## config.mk

```make
export PLATFORM = sky130hd
export DESIGN_NAME = vend_sequencer
export DESIGN_NICKNAME = d
export VERILOG_FILES = /design/src/rtl/vend_pkg.sv /design/src/rtl/edge_sync.sv /design/src/rtl/vend_sequencer.sv
export SDC_FILE = /design/constraint.sdc
export NUM_CORES = 1
export LEC_CHECK = 0
export CORE_UTILIZATION = 50
export DETAILED_ROUTE_END_ITERATION = 10
export PLACE_DENSITY = 0.73
export SLEW_MARGIN = 20
export SYNTH_ARGS = -nofsm -noshare
export SYNTH_HDL_FRONTEND = slang
export SYNTH_SLANG_ARGS = --single-unit
```

## constraint.sdc

```tcl
create_clock -name clk -period 2.4 [get_ports clk]
set_input_delay 0.36 -clock clk [delete_from_list [all_inputs] [get_ports clk]]
set_output_delay 0.36 -clock clk [all_outputs]
set_load 0.01 [all_outputs]
```

## src/rtl/vend_pkg.sv

```systemverilog
// Shared types and constants for the vending sequencer.
package vend_pkg;

  localparam int unsigned CREDIT_W         = 3;
  localparam int unsigned CREDIT_MAX       = 7;
  localparam int unsigned PRICE_DEF        = 3;
  localparam int unsigned DISP_TIMEOUT_DEF = 8;
  localparam int unsigned SUM_W            = CREDIT_W + 1;

  typedef enum logic [1:0] {
    ST_IDLE     = 2'd0,
    ST_COLLECT  = 2'd1,
    ST_DISPENSE = 2'd2,
    ST_REFUND   = 2'd3
  } state_t;

  // Credit addition clamped at CREDIT_MAX.
  function automatic logic [CREDIT_W-1:0] sat_add(input logic [CREDIT_W-1:0] a,
                                                  input logic [CREDIT_W-1:0] b);
    logic [SUM_W-1:0] s;
    s = SUM_W'(a) + SUM_W'(b);
    if (s > SUM_W'(CREDIT_MAX)) return CREDIT_W'(CREDIT_MAX);
    return s[CREDIT_W-1:0];
  endfunction

endpackage

```

## src/rtl/edge_sync.sv

```systemverilog
// Two-flop synchronizer plus registered rising-edge strobe.
module edge_sync (
  input  logic clk,
  input  logic rst_n,
  input  logic ena,
  input  logic i_async,
  output logic o_strobe
);

  logic       r_meta;
  logic       r_sync;
  logic       r_prev;
  logic [2:0] r_fill;

  // Sync chain; strobes are suppressed until r_prev holds real post-reset data,
  // so an input held high through reset never produces an event.
  always_ff @(posedge clk or negedge rst_n) begin
    if (!rst_n) begin
      r_meta   <= 1'b0;
      r_sync   <= 1'b0;
      r_prev   <= 1'b0;
      r_fill   <= 3'b000;
      o_strobe <= 1'b0;
    end else if (ena) begin
      r_meta   <= i_async;
      r_sync   <= r_meta;
      r_prev   <= r_sync;
      r_fill   <= {r_fill[1:0], 1'b1};
      o_strobe <= r_sync & ~r_prev & r_fill[2];
    end
  end

endmodule

```

## src/rtl/vend_sequencer.sv

```systemverilog
// Coin-operated vending sequencer: credit, dispense handshake, refund.
module vend_sequencer
  import vend_pkg::*;
#(
  parameter int unsigned PRICE        = PRICE_DEF,
  parameter int unsigned DISP_TIMEOUT = DISP_TIMEOUT_DEF
) (
  input  logic                clk,
  input  logic                rst_n,
  input  logic                ena,
  input  logic                coin_in,
  input  logic                sel_in,
  input  logic                cancel_in,
  input  logic                disp_ack,
  output logic                disp_req,
  output logic [CREDIT_W-1:0] credit,
  output logic [CREDIT_W-1:0] prod_cnt,
  output logic                refund,
  output logic                deny,
  output logic                fault,
  output logic [1:0]          state_o
);

  localparam int unsigned TMO_W = $clog2(DISP_TIMEOUT + 1);

  logic w_coin_stb;
  logic w_sel_stb;
  logic w_cancel_stb;

  state_t              r_state,  w_state_n;
  logic [CREDIT_W-1:0] r_credit, w_credit_n;
  logic [CREDIT_W-1:0] r_prod,   w_prod_n;
  logic [TMO_W-1:0]    r_tmo,    w_tmo_n;
  logic                r_dreq,   w_dreq_n;
  logic                r_refund, w_refund_n;
  logic                r_deny,   w_deny_n;
  logic                r_fault,  w_fault_n;

  logic [CREDIT_W-1:0] w_cred_coin;
  logic                w_coin_full;

  edge_sync u_coin   (.clk(clk), .rst_n(rst_n), .ena(ena), .i_async(coin_in),   .o_strobe(w_coin_stb));
  edge_sync u_sel    (.clk(clk), .rst_n(rst_n), .ena(ena), .i_async(sel_in),    .o_strobe(w_sel_stb));
  edge_sync u_cancel (.clk(clk), .rst_n(rst_n), .ena(ena), .i_async(cancel_in), .o_strobe(w_cancel_stb));

  // Credit after this cycle's coin (if any); a coin at full credit is rejected.
  assign w_cred_coin = w_coin_stb ? sat_add(r_credit, CREDIT_W'(1)) : r_credit;
  assign w_coin_full = w_coin_stb && (r_credit == CREDIT_W'(CREDIT_MAX));

  // State and output registers; ena low freezes everything and clears pulses.
  always_ff @(posedge clk or negedge rst_n) begin
    if (!rst_n) begin
      r_state  <= ST_IDLE;
      r_credit <= '0;
      r_prod   <= '0;
      r_tmo    <= '0;
      r_dreq   <= 1'b0;
      r_refund <= 1'b0;
      r_deny   <= 1'b0;
      r_fault  <= 1'b0;
    end else if (ena) begin
      r_state  <= w_state_n;
      r_credit <= w_credit_n;
      r_prod   <= w_prod_n;
      r_tmo    <= w_tmo_n;
      r_dreq   <= w_dreq_n;
      r_refund <= w_refund_n;
      r_deny   <= w_deny_n;
      r_fault  <= w_fault_n;
    end else begin
      r_refund <= 1'b0;
      r_deny   <= 1'b0;
      r_fault  <= 1'b0;
    end
  end

  // Next-state and next-output logic.
  always_comb begin
    w_state_n  = r_state;
    w_credit_n = r_credit;
    w_prod_n   = r_prod;
    w_tmo_n    = r_tmo;
    w_dreq_n   = r_dreq;
    w_refund_n = 1'b0;
    w_deny_n   = 1'b0;
    w_fault_n  = 1'b0;
    case (r_state)
      ST_IDLE: begin
        w_credit_n = '0;
        if (w_coin_stb) begin
          w_credit_n = CREDIT_W'(1);
          w_state_n  = ST_COLLECT;
        end
        if (w_sel_stb) w_deny_n = 1'b1;
      end
      ST_COLLECT: begin
        w_credit_n = w_cred_coin;
        w_deny_n   = w_coin_full;
        if (w_cancel_stb) begin
          w_state_n = ST_REFUND;
        end else if (w_sel_stb) begin
          // A coin landing in the same cycle as select counts toward the price.
          if (w_cred_coin >= CREDIT_W'(PRICE)) begin
            w_credit_n = w_cred_coin - CREDIT_W'(PRICE);
            w_state_n  = ST_DISPENSE;
            w_dreq_n   = 1'b1;
            w_tmo_n    = '0;
          end else begin
            w_deny_n = 1'b1;
          end
        end
      end
      ST_DISPENSE: begin
        w_credit_n = w_cred_coin;
        w_deny_n   = w_coin_full;
        if (disp_ack) begin
          w_dreq_n  = 1'b0;
          w_prod_n  = r_prod + CREDIT_W'(1);
          w_state_n = (w_cred_coin != '0) ? ST_COLLECT : ST_IDLE;
        end else if (r_tmo == TMO_W'(DISP_TIMEOUT - 1)) begin
          // Dispenser never answered: give the price back as credit.
          w_fault_n  = 1'b1;
          w_dreq_n   = 1'b0;
          w_credit_n = sat_add(w_cred_coin, CREDIT_W'(PRICE));
          w_state_n  = ST_COLLECT;
        end else begin
          w_tmo_n = r_tmo + TMO_W'(1);
        end
      end
      ST_REFUND: begin
        if (w_coin_stb) w_deny_n = 1'b1;
        if (r_credit != '0) begin
          w_refund_n = 1'b1;
          w_credit_n = r_credit - CREDIT_W'(1);
        end else begin
          w_state_n = ST_IDLE;
        end
      end
      default: w_state_n = ST_IDLE;
    endcase
  end

  assign disp_req = r_dreq;
  assign credit   = r_credit;
  assign prod_cnt = r_prod;
  assign refund   = r_refund;
  assign deny     = r_deny;
  assign fault    = r_fault;
  assign state_o  = r_state;

endmodule
```

==> flow_summary.yaml <==
outcome:
  status: "complete, no violations"
yosys:
  synth.area.top_cells: "dfrtp_1 (42%), mux2_2 (7.9%), ha_1 (6.8%), o21ai_0 (4.3%), nand2_1 (2.4%)"
  synth_top_family_by_area: "simple AND/OR/NAND/NOR gates"
  ys_warn_count: 0
  ys_ff_latch: 31
  syn_inst: 184
  synth_area_um2: 1850
  synth_xor_area_frac: 0.00947
  yosys.area.top_type: "dfrtp_1"
  synthSimpleGateAreaFrac: 0.201
  syn_area_per_cell_um2: 10.1
  ys.flop_type: "dfrtp_1"
  synthMuxAreaShare: 0.0792
  synthAdderAreaFrac: 0.0677
  synth_fp_nets: 201
  seq_area_frac_synth: 0.419
  synth_compound_area_frac: 0.176
  synth_edf_count: 0
  synth_top_area_frac: 0.419
  yosysUniqueCellTypes: 57
  async_flop_share: 1.00
power:
  leakagePower_nw: 0.965
  vdd_drop_max_mv: 0.808
  p_per_area_nw_per_um2: 1000
  p_total_w: 0.00228
global_route:
  grt_max_degree: 32
  grt_overflow: 0
  grt_pass1_vias: 1507
  antenna_found_initial: 0
  grt_pass1_wl_um: 7220
  track_usage: 0.236
routing:
  first_pass_iters: 4
  wl_per_cell_um: 15.8
  wl_um: 4200
  ant_nets: 0
  first_iter_violations: 79
  drcViolationCount: 0
  vias: 1518
  viasPerCell: 5.71
clock_network:
  cts_tree: "yes"
  clk_latency_ns: 0.28
  cts.clk_slew.worst_paths_ns: 0.07
  root_buffer: "clkbuf_8"
  htree_levels: 2
  cts_buffer_depth: 2
  cts.sink_count: 31
  cts_buffers: 5
placed_design:
  finalWeightedCongestion: 0.895
  dp_slack_ns: 0.0491
  hpwl_um: 3110
  numPortBuffers: 18
run:
  maxCapViolCount: 0
setup_path:
  path_class: "register to register"
  critPathMaxFanout: 7
  critPathLaunchType: "register"
  required_ns: 2.62
  cp-end-kind: "register"
  cp.arrival_ns: 2.52
timing:
  tns_ns: 0
  setup_ws_ns: 0.0977
  fin_crit_sh: 0.959
  slew_viol_final: 0
  fmax_mhz: 434
  finalSetupViolCount: 0
  skew_ns: 0.00559
  final-hold-violation-count: 0
  tightest_slew_ns: 0.411
  fin_hold_ws_ns: 0.458
  period_needed_ns: 2.30
  max-slew-margin-rel: 0.723
  rsz0062_at_grt: "true"
cells_and_area:
  layout_commonest_cell: "dfrtp_1"
  nNetsFinal: 236
  syn_to_final_growth_pct: 23.2
  final_cell_mix: "dfrtp_1 (28), buf_4 (19), clkdlybuf4s50_1 (18), o21ai_0 (16), mux2_2 (13)"
  drive_above_1_share: 0.241
  nFillCells: 279
  num_antenna_cells: 0
floorplan:
  fp.dieW_um: 62.8
  dieArea_um2: 3950
  die_h_um: 62.8
  ios: 19
  start_util: 0.537
  core_region_area_um2: 3440
  rows: 21
min_path:
  min_path_type: "input port to async pin"
stage by stage:
stage | cells | cell area (um2) | util
3_3_place_gp | 257 | 2170 | 0.631
6_report | 266 | 2280 | 0.662
5_1_grt | 266 | 2280 | 0.662
4_1_cts | 265 | 2260 | 0.655
3_5_place_dp | 257 | 2170 | 0.631
2_1_floorplan | 184 | 1860 | -
what timing repair did:
item / 4_1_cts / 5_1_grt
setup endpoints to repair: 0 / 10
setup buffers: 0 / 1
resized for setup: 0 / 4
hold buffers: 0 / 0
registers in the layout, indices dropped and copies added, names as in the netlist, 2 cells and up:
name / flops
u_cancel.r_fill: 3
r_tmo: 4
state_o: 2
prod_cnt: 3
credit: 3
critical path: stages (launching register included):
cell and delay [ns]:
dfrtp_2 0.43, buf_4 0.15, buf_4 0.14, a21boi_1 0.13
a21oi_1 0.11, ha_1 0.20, ha_1 0.18, nand4b_4 0.19
or2_4 0.31, a211oi_2 0.22, o32a_1 0.18
final timing paths:
check,from,to,slack (ns),cells after the start
setup / recovery,credit[1],state_o[0],0.1,10
hold / removal,rst_n,disp_req,0.46,2
setup reg to reg,credit[1],state_o[0],0.1,10
hold reg to reg,u_cancel.r_fill[0],u_cancel.r_fill[0],0.46,1
max in group asynchronous,rst_n,credit[2],1.63,2
min in group clk,u_cancel.r_fill[0],u_cancel.r_fill[0],0.46,1
cell usage after synthesis (2+ instances only):
master	count
nand2b_1	3
inv_1	9
a221oi_1	2
nor2b_1	3
ha_1	10
nor2_1	10
nand4bb_1	2
nor3_1	5
nand2_1	12
xnor2_1	2
a31oi_1	3
clkbuf_1	2
mux2_2	13
a21oi_1	4
buf_4	2
buf_2	4
nand4b_1	3
and2_1	2
o21ai_1	3
nor3b_1	2
dfrtp_1	31
o21ai_0	16
nand3_1	7
layer usage:
| metal | up-vias | share of wire | track usage |
|---|---|---|---|
| met5 | - | 0 | 0 |
| met4 | 0 | 0.010 | 0.0523 |
| met3 | 5 | 0.048 | 0.0511 |
| met2 | 37 | 0.50 | 0.393 |
| met1 | 736 | 0.45 | 0.312 |
| li1 | 740 | - | - |
power by group:
group,internal (W),switching [W]
clock network,0.000202,0.000195
registers,0.000624,0.000108
logic,0.000573,0.000579
total,0.00140,0.000882
logic make-up (layout without fill, tap and decap cells):
family | Yosys count | count (layout)
xor gates and xnor gates | 2 | 2
buffers and inverters | 18 | 54
AOI/OAI and AO/OA | 48 | 48
adders and majority gates | 10 | 10
muxes | 13 | 13
and+or+nand+nor | 62 | 62
DFF | 31 | 31
final cells by class:
type,instances,area [um2],area share
multi-input cells,135,1000,0.439
inverters,9,33.8,0.0148
flip-flops and latches,31,779,0.342
clock inverters,2,12.5,0.00549
well taps,46,57.6,0.0253
repair buffers,37,323,0.142
clock buffers,6,72.6,0.0319
Power figures use the tool's default switching activity.
